==> config.mk <==
export PLATFORM = sky130hd
export DESIGN_NAME = serial_adder_flat
export DESIGN_NICKNAME = d
export VERILOG_FILES = /design/src/rtl/serial_adder_pkg.sv /design/src/rtl/serial_adder_if.sv /design/src/rtl/serial_adder_full_adder.sv /design/src/rtl/serial_adder.sv /design/src/flat_wrapper.sv
export SDC_FILE = /design/constraint.sdc
export NUM_CORES = 1
export LEC_CHECK = 0
export ABC_AREA = 0
export BUFFER_PORTS_ARGS = -buffer_cell sky130_fd_sc_hd__buf_2
export CORE_MARGIN = 2
export CORE_UTILIZATION = 45
export DETAILED_ROUTE_END_ITERATION = 10
export PLACE_DENSITY = 0.68
export SYNTH_ARGS = -nofsm -noshare
export SYNTH_HDL_FRONTEND = slang
export SYNTH_SLANG_ARGS = --single-unit
export TNS_END_PERCENT = 50
==> constraint.sdc <==
create_clock -name clk -period 1.37 [get_ports clk]
set_input_delay 0.0685 -clock clk [delete_from_list [all_inputs] [get_ports clk]]
set_output_delay 0.0685 -clock clk [all_outputs]
set_load 0.03 [all_outputs]
==> src/rtl/serial_adder_pkg.sv <==
// Shared types and constants for the bit-serial adder.
// Optional subtract mode is selected with the SERIAL_SUB_EN macro.
package serial_adder_pkg;

  typedef enum logic [1:0] {
    IDLE  = 2'd0,
    SHIFT = 2'd1,
    DONE  = 2'd2
  } state_t;

  // Counter width for the default 8-bit configuration.
  localparam int WIDTH_DEF = 8;
  localparam int CNT_W     = $clog2(WIDTH_DEF);

  // Counter width for an arbitrary operand width (never below 1 bit).
  function automatic int cnt_width(input int w);
    return (w < 2) ? 1 : $clog2(w);
  endfunction

endpackage

==> src/rtl/serial_adder_if.sv <==
// Request/result bundle between upstream control (master) and the serial adder (slave).
// The sub signal exists only when SERIAL_SUB_EN is defined.
interface serial_adder_if #(parameter int WIDTH = 8);
  import serial_adder_pkg::*;

  logic             start;
  logic [WIDTH-1:0] a_in;
  logic [WIDTH-1:0] b_in;
  logic             cin_in;
`ifdef SERIAL_SUB_EN
  logic             sub;
`endif
  logic             busy;
  logic             done;
  logic [WIDTH-1:0] sum;
  logic             cout;

`ifdef SERIAL_SUB_EN
  modport master (output start, a_in, b_in, cin_in, sub,
                  input  busy, done, sum, cout);
  modport slave  (input  start, a_in, b_in, cin_in, sub,
                  output busy, done, sum, cout);
`else
  modport master (output start, a_in, b_in, cin_in,
                  input  busy, done, sum, cout);
  modport slave  (input  start, a_in, b_in, cin_in,
                  output busy, done, sum, cout);
`endif

endinterface

==> src/rtl/serial_adder_full_adder.sv <==
// Single-bit full adder cell used as the bit slice of the serial adder.
module full_adder (
  input  logic a,
  input  logic b,
  input  logic cin,
  output logic s,
  output logic cout
);

  assign s    = a ^ b ^ cin;
  assign cout = (a & b) | (cin & (a ^ b));

endmodule

==> src/rtl/serial_adder.sv <==
// Bit-serial WIDTH-bit adder: operands shift LSB-first through one full_adder,
// a carry flip-flop links consecutive bit slices.
// Define SERIAL_SUB_EN to add the sub input (a - b via ~b and carry-in 1).
module serial_adder
  import serial_adder_pkg::*;
#(
  parameter int WIDTH = 8
) (
  input  logic           clk,
  input  logic           rst_n,
  serial_adder_if.slave  bus
);

  localparam int BIT_CNT_W = cnt_width(WIDTH);
  localparam logic [BIT_CNT_W-1:0] LAST_BIT = BIT_CNT_W'(WIDTH - 1);

  state_t                 state_q;
  logic [WIDTH-1:0]       a_sr_q, b_sr_q, res_sr_q;
  logic [WIDTH-1:0]       a_sr_d, b_sr_d, res_sr_d;
  logic                   carry_q, carry_d;
  logic [BIT_CNT_W-1:0]   bit_cnt_q;
  logic                   busy_q, done_q;
  logic [WIDTH-1:0]       b_load;
  logic                   cin_load;
  logic                   fa_s, fa_cout;

  // The one bit-slice cell: current LSBs plus the linking carry.
  full_adder u_cell (
    .a    (a_sr_q[0]),
    .b    (b_sr_q[0]),
    .cin  (carry_q),
    .s    (fa_s),
    .cout (fa_cout)
  );

  // Operand B and carry-in as captured on an accepted start (inverted B for subtract).
  always_comb begin
    b_load   = bus.b_in;
    cin_load = bus.cin_in;
`ifdef SERIAL_SUB_EN
    if (bus.sub) begin
      b_load   = ~bus.b_in;
      cin_load = 1'b1;
    end
`endif
  end

  // Next values for one shift step: new sum bit enters at the MSB.
  always_comb begin
    a_sr_d   = a_sr_q >> 1;
    b_sr_d   = b_sr_q >> 1;
    res_sr_d = {fa_s, res_sr_q[WIDTH-1:1]};
    carry_d  = fa_cout;
  end

  // Control FSM with datapath registers and registered busy/done.
  always_ff @(posedge clk) begin
    if (!rst_n) begin
      state_q   <= IDLE;
      a_sr_q    <= '0;
      b_sr_q    <= '0;
      res_sr_q  <= '0;
      carry_q   <= 1'b0;
      bit_cnt_q <= '0;
      busy_q    <= 1'b0;
      done_q    <= 1'b0;
    end else begin
      case (state_q)
        IDLE: begin
          done_q <= 1'b0;
          if (bus.start) begin
            state_q   <= SHIFT;
            a_sr_q    <= bus.a_in;
            b_sr_q    <= b_load;
            carry_q   <= cin_load;
            bit_cnt_q <= '0;
            busy_q    <= 1'b1;
          end
        end
        SHIFT: begin
          a_sr_q    <= a_sr_d;
          b_sr_q    <= b_sr_d;
          res_sr_q  <= res_sr_d;
          carry_q   <= carry_d;
          bit_cnt_q <= bit_cnt_q + BIT_CNT_W'(1);
          if (bit_cnt_q == LAST_BIT) begin
            state_q <= DONE;
            done_q  <= 1'b1;
          end
        end
        DONE: begin
          // Start is ignored here; the result stays on sum/cout while idle.
          state_q <= IDLE;
          done_q  <= 1'b0;
          busy_q  <= 1'b0;
        end
        default: begin
          state_q <= IDLE;
          done_q  <= 1'b0;
          busy_q  <= 1'b0;
        end
      endcase
    end
  end

  assign bus.busy = busy_q;
  assign bus.done = done_q;
  assign bus.sum  = res_sr_q;
  assign bus.cout = carry_q;

endmodule

==> src/flat_wrapper.sv <==
// flat-port wrapper written by rule: the top's interface ports become plain ports
module serial_adder_flat import serial_adder_pkg::*;
#(
  parameter int WIDTH = 8
)
  (clk, rst_n, bus_start, bus_a_in, bus_b_in, bus_cin_in, bus_busy, bus_done, bus_sum, bus_cout);
  serial_adder_if #(.WIDTH(WIDTH)) bus_i ();
  input  logic clk;
  input  logic rst_n;
  input wire logic [$bits(bus_i.start)-1:0] bus_start;
  input wire logic [$bits(bus_i.a_in)-1:0] bus_a_in;
  input wire logic [$bits(bus_i.b_in)-1:0] bus_b_in;
  input wire logic [$bits(bus_i.cin_in)-1:0] bus_cin_in;
  output wire logic [$bits(bus_i.busy)-1:0] bus_busy;
  output wire logic [$bits(bus_i.done)-1:0] bus_done;
  output wire logic [$bits(bus_i.sum)-1:0] bus_sum;
  output wire logic [$bits(bus_i.cout)-1:0] bus_cout;
  assign bus_i.start = bus_start;
  assign bus_i.a_in = bus_a_in;
  assign bus_i.b_in = bus_b_in;
  assign bus_i.cin_in = bus_cin_in;
  assign bus_busy = bus_i.busy;
  assign bus_done = bus_i.done;
  assign bus_sum = bus_i.sum;
  assign bus_cout = bus_i.cout;
  serial_adder #(.WIDTH(WIDTH)) u_core (.clk(clk), .rst_n(rst_n), .bus(bus_i));
endmodule
==> results of run 1 <==
[layer usage]
layer	share of wire (%)	vias to the layer above
met1	45	543
li1	-	587
met4	1.7	0
met2	48	31
met3	5.5	5
met5	0	-
[metrics by stage]
step	area, sq um	hold WS, ns
2_1_floorplan	1370	0.212
3_3_place_gp	1540	0.334
3_5_place_dp	1540	0.347
4_1_cts	1620	0.00141
5_1_grt	1620	0.00839
6_report	1620	0.00723
[kinds of logic (layout without fill, tap and decap cells)]
group                    count (synthesis)  in the layout  share of synthesized area, %
AO/OA/AOI/OAI                           49             49                          22.8
AND/OR/NAND/NOR                         32             32                          10.9
adder cells (fa/ha/maj)                  3              3                          3.28
flip-flops                              32             32                          46.6
buffers and inverters                   13             48                          5.46
multiplexers                            15             15                          10.9
[cell usage after synthesis, types with 3 or more instances]
master | instances | share of area (%)
dfxtp_1 | 32 | 47
nand2_1 | 18 | 4.9
mux2i_1 | 15 | 11
o211ai_1 | 15 | 8.2
o21ai_1 | 11 | 4.0
o21ai_0 | 9 | 3.3
a21boi_0 | 5 | 2.7
a21boi_1 | 5 | 2.7
clkbuf_1 | 4 | 1.1
a21oi_1 | 3 | 1.1
buf_2 | 3 | 1.1
nor2_1 | 3 | 0.82
[registers in the layout (all words and copies together), names as in the netlist]
name,cells
u_core.bus.cout,1
u_core.b_sr_q,8
u_core.bus.busy,1
u_core.state_q,2
u_core.a_sr_q,8
u_core.bus.done,1
u_core.bit_cnt_q,3
u_core.bus.sum,8
[worst register-to-register path, stage by stage (launching register included)]
cell and delay (ns):
dfxtp_1 0.37, buf_4 0.20, nand2b_1 0.30, nand2_1 0.09
a21boi_0 0.17
[worst max path at each step]
stage / start / end / slack, ns
3_5_place_dp: u_core.state_q[1]$_SDFFE_PN0P_ / u_core.bus.sum[6]$_SDFFE_PN0P_ / 0.19
3_3_place_gp: u_core.state_q[0]$_SDFFE_PN0P_ / u_core.b_sr_q[4]$_SDFFE_PN0P_ / 0.26
2_1_floorplan: u_core.bus.cout$_SDFFE_PN0P_ / u_core.bus.sum[7]$_SDFFE_PN0P_ / 0.16
4_1_cts: u_core.state_q[1]$_SDFFE_PN0P_ / u_core.bus.sum[6]$_SDFFE_PN0P_ / 0.16
5_1_grt: u_core.state_q[1]$_SDFFE_PN0P_ / u_core.bus.sum[3]$_SDFFE_PN0P_ / 0.03
6_report: u_core.state_q[1]$_SDFFE_PN0P_ / u_core.bus.sum[6]$_SDFFE_PN0P_ / 0.16
[cell type report]
class / instances / share of cell area, %
multi-input combinational: 99 / 40.6
tap: 33 / 2.55
clock buffer: 8 / 3.63
inverter: 2 / 0.463
sequential: 32 / 39.5
timing repair buffer: 38 / 13.3
[power breakdown]
| group | switching (mW) | internal, mW |
|---|---|---|
| sequential | 0.0336 | 0.981 |
| clock | 0.297 | 0.253 |
| combinational | 0.132 | 0.105 |
[what timing repair did]
| item | in CTS | in global routing |
|---|---|---|
| hold buffers | 2 | 0 |
| buffers inserted | 0 | 0 |
| gates resized for setup | 0 | 0 |
| hold endpoints to repair | 2 | 0 |
==> flow_metrics.tcl, run 1 <==
set metrics [dict create \
    rrSetupSlack_ns 0.16 \
    antenna-diode-count 0 \
    placementRows 20 \
    ir_drop_v 0.000521 \
    grt.busiest_layer "met2" \
    cts_num_sinks 32 \
    critical_path_class "flip-flop to flip-flop" \
    dp_slack_ns 0.190 \
    place.gp.congestion 0.742 \
    route.detailed.drc 0 \
    die_x_microns 59.3 \
    maxCapViolCount 0 \
    min_path_cells 3 \
    cts-root-buf "clkbuf_4" \
    port_buffers 30 \
    clock.fmax_mhz 824 \
    synthesis.instances 144 \
    antenna_found_initial 0 \
    synth.cell_area_sq_um 1370 \
    initial_core_util_pct 46.1 \
    slew_headroom_pct 79.9 \
    slowest_stage "dfxtp_1" \
    yosysWarnings 0 \
    fin_setup_tns_ns 0 \
    fin_util_pct 54.5 \
    drt_iter0_drc 41 \
    skew_ns 0.00356 \
    multi_input_area_sq_um 658 \
    regArea_sq_um 641 \
    htreeDepth 2 \
    worst_setup_path_end_kind "flip-flop" \
    crit_cells 4 \
    rr_endpoint "u_core.bus.sum[6]$_SDFFE_PN0P_" \
    synthToLayoutAreaGrowth_pct 18.0 \
    ys_seq_elements 32 \
    synth_cell_types 26 \
    worstSkewPairLatency_ns 0.32 \
    dp_cells 202 \
    rsz0062_at_grt "no" \
    drt-total-wl_mm 2.77 \
    ant_nets 0 \
    cp.arrival_ns 1.46 \
    ios 31 \
    fp.dieArea_sq_um 3510 \
    cpPeakStageDelay_ns 0.37 \
    syn_avg_cell_area_sq_um 9.54 \
    worst_hold_path_type "input pin to flip-flop" \
    hold_viol 0 \
    cts.clk_slew.worst_paths_ns 0.09 \
    grt_pass1_vias 1077 \
    period_needed_ns 1.21 \
    synth_edf_count 0 \
    drive_above_1_share_pct 25.1 \
    cp-start-kind "flip-flop" \
    powerDensity_nw_per_um2 1110 \
    hold_end "u_core.b_sr_q[3]$_SDFFE_PN0P_" \
    cp_cell_sequence "buf_4 -> nand2b_1 -> nand2_1 -> a21boi_0" \
    timing.rr.start "u_core.state_q[1]$_SDFFE_PN0P_" \
    status "complete, no violations" \
    final_cell_mix "dfxtp_1, buf_2, nand2_1" \
    nets 201 \
    slew_violations 0 \
    cts_tree "built" \
    critPathTopFamily "simple AND/OR/NAND/NOR gates" \
    cts_buffers 5 \
    leakage_nw 0.685 \
    final-setup-viol-count 0 \
    critPathMaxFanout 13 \
    finalCritPeriodShare_pct 88.6 \
    die_h_microns 59.3 \
    worst-path-buf-inv 1 \
    fillCellCount 301 \
    grtUsageMet3_pct 6.33 \
    dpl.hpwl_mm 1.98 \
    ys_seq_area_share_pct 46.6 \
    grt_pass1_wl_mm 4.75 \
    grt-ovfl-total 0 \
    worst_slew_pin_slew_ns 0.301 \
    wl_per_cell_microns 13.1 \
    final_cell_count_no_fill 212 \
    design.core.area_sq_um 2980 \
    ff2ff_path_depth 4 \
    grtUsageMet1_pct 21.4 \
    viasPerCell 5.50 \
    met2_usage_pct 30.3 \
    synthesis.nets 167 \
    clockBufferDepth 2 \
    vias 1166 \
    cp_data_required_time_ns 1.62 \
    synth-main-ff-cell "dfxtp_1" \
    final.setup.worst_slack_ns 0.157 \
    first_pass_iters 5 \
    holdCritStartpoint "bus_b_in[3]" \
    grtUsageTotal_pct 18.3 \
    final_common_cell "dfxtp_1" \
    grt_max_degree 21 \
    finalPower_mw 1.80 \
    async_flop_share_pct 0 \
]
No activity file was read; power rests on OpenSTA's default activity.
==> inputs of run 2 (changes only) <==
--- a/config.mk
+++ b/config.mk
@@ -11,6 +11,8 @@
 export CORE_UTILIZATION = 45
 export DETAILED_ROUTE_END_ITERATION = 10
 export PLACE_DENSITY = 0.68
+export RECOVER_POWER = 25
+export REMOVE_ABC_BUFFERS = 1
 export SYNTH_ARGS = -nofsm -noshare
 export SYNTH_HDL_FRONTEND = slang
 export SYNTH_SLANG_ARGS = --single-unit
==> run 2 against run 1 <==
Against the previous run: combinational power about the same; worst hold slack got worse by 0.0055 ns; clock-buffer cell count decreased by 2; largest power group unchanged; wire length decreased by 3.2%.
==> flow_metrics.tcl, run 2 (synthesis gave the netlist of run 1 again) <==
set metrics [dict create \
    synthToLayoutAreaGrowth_pct 18.0 \
    final.setup.worst_slack_ns 0.155 \
    wl_per_cell_microns 12.6 \
    cp_cell_sequence "buf_4 -> nand2b_1 -> nand2_1 -> a21boi_0" \
    skew_ns 0.00792 \
    dpl.hpwl_mm 1.84 \
    critPathTopFamily "flip-flops" \
    finalInstanceArea_sq_um 1620 \
    first_pass_iters 4 \
    cp_data_required_time_ns 1.63 \
    worst_setup_path_end_kind "flip-flop" \
    grt-ovfl-total 0 \
    route.detailed.drc 0 \
    cts_num_sinks 32 \
    cts_setup_buffers 0 \
    cp.arrival_ns 1.47 \
    grt_max_degree 21 \
    die_h_microns 59.3 \
    period_needed_ns 1.22 \
    hold_ws_ns 0.00175 \
    internal_power_mw 1.33 \
    cts.clk_slew.worst_paths_ns 0.10 \
    port_buffers 30 \
    drive_above_1_share_pct 20.6 \
    cpPeakStageDelay_ns 0.38 \
    fin_setup_tns_ns 0 \
    slew_headroom_pct 75.6 \
    clock.fmax_mhz 823 \
    grt_pass1_wl_mm 4.44 \
    status "complete, no violations" \
    placed_cell_area_sq_um 1540 \
    worst_hold_path_type "input pin to flip-flop" \
    final_cell_mix "dfxtp_1, buf_2, nand2_1" \
    cts-root-buf "clkbuf_4" \
    fin_util_pct 54.5 \
    p_sw_share_pct 26.8 \
    critical_path_class "flip-flop to flip-flop" \
    holdCritStartpoint "bus_b_in[4]" \
    maxCapViolCount 0 \
    finalCritPeriodShare_pct 88.7 \
    worstSetupStartpoint "u_core.state_q[1]$_SDFFE_PN0P_" \
    design.core.area_sq_um 2980 \
    grtUsageTotal_pct 16.8 \
    rrSetupSlack_ns 0.15 \
    seqPwrFrac_pct 55.7 \
    initial_core_util_pct 46.1 \
    cp-start-kind "flip-flop" \
    htreeDepth 2 \
    die_x_microns 59.3 \
    drt_iter0_drc 47 \
    worst-path-buf-inv 1 \
    viasPerCell 5.35 \
    final_common_cell "dfxtp_1" \
    ios 31 \
    cts_buffers 5 \
    fp.dieArea_sq_um 3510 \
    timing.rr.start "u_core.state_q[1]$_SDFFE_PN0P_" \
    leakage_nw 0.651 \
    drt-total-wl_mm 2.68 \
    slew_violations 0 \
    slowest_stage "dfxtp_1" \
    ir_drop_v 0.000711 \
    cts_tree "built" \
    antenna_found_initial 0 \
    ant_nets 0 \
    rsz0062_at_grt "no" \
    antenna-diode-count 0 \
    powerDensity_nw_per_um2 1120 \
    worst_slew_pin_slew_ns 0.368 \
    clockBufferDepth 2 \
    power_switching_uw 487 \
    clock_power_share_pct 31.2 \
    place.gp.congestion 0.761 \
    final-setup-viol-count 0 \
    grt_pass1_vias 1035 \
    hold_viol 0 \
    vias 1139 \
    nets 202 \
    dp_slack_ns 0.170 \
    pwr-share-comb_pct 13.1 \
    placementRows 20 \
    critPathMaxFanout 14 \
    worstSkewPairLatency_ns 0.33 \
]
==> run 2: changes by cell type in the layout (fill, tap and decap cells not counted) <==
cell / previous run / this run
buf_2: 30 / 20
clkinv_2: 0 / 2
dlygate4sd3_1: 2 / 3
clkbuf_1: 2 / 10
==> run 2: per-stage QoR <==
stage,cells,power [mW]
after floorplan,133,1.17
after global placement,202,1.26
after detailed placement,202,1.27
after CTS,213,1.83
after global routing,213,1.90
final,213,1.82
==> run 2: metal layers <==
layer / up-vias / wire length, microns / share of wire, % / global-route usage, %
met5: - / 0 / 0 / 0
met4: 0 / 26 / 0.97 / 5.84
met3: 5 / 129 / 4.8 / 6.11
met2: 28 / 1220 / 46 / 26.5
met1: 521 / 1300 / 49 / 21.0
li1: 585 / - / - / -
==> run 2: repair_timing <==
action | in CTS | in global routing
resized for setup | 0 | 0
hold buffers | 3 | 0
endpoints found under the hold margin | 3 | 0
==> run 2: worst reg2reg max path, stage by stage, from the launching register on <==
cell	delay, ns
dfxtp_1	0.38
buf_4	0.21
nand2b_1	0.30
nand2_1	0.08
a21boi_0	0.18
==> run 2: final cells by class <==
| type | instances | area (sq um) |
|---|---|---|
| inverters | 2 | 7.51 |
| clock inverters | 2 | 10.0 |
| flip-flops and latches | 32 | 641 |
| clock buffers | 6 | 51.3 |
| well taps | 33 | 41.3 |
| multi-input cells | 99 | 658 |
| repair buffers | 39 | 213 |
| fillers | 283 | 1360 |
==> run 2: final timing paths <==
kind / end / depth (start not counted)
max: u_core.bus.sum[6]$_SDFFE_PN0P_ / 4
min: u_core.b_sr_q[4]$_SDFFE_PN0P_ / 3
max reg2reg: u_core.bus.sum[6]$_SDFFE_PN0P_ / 4
min reg2reg: u_core.bit_cnt_q[2]$_SDFFE_PN0P_ / 2
==> run 2: power groups by stage <==
stage	logic, mW	registers [mW]	clock network [mW]
2_1_floorplan	0.116	1.06	0
3_3_place_gp	0.229	1.03	0
3_5_place_dp	0.236	1.03	0
4_1_cts	0.243	1.01	0.578
5_1_grt	0.265	1.02	0.619
6_report	0.238	1.01	0.567
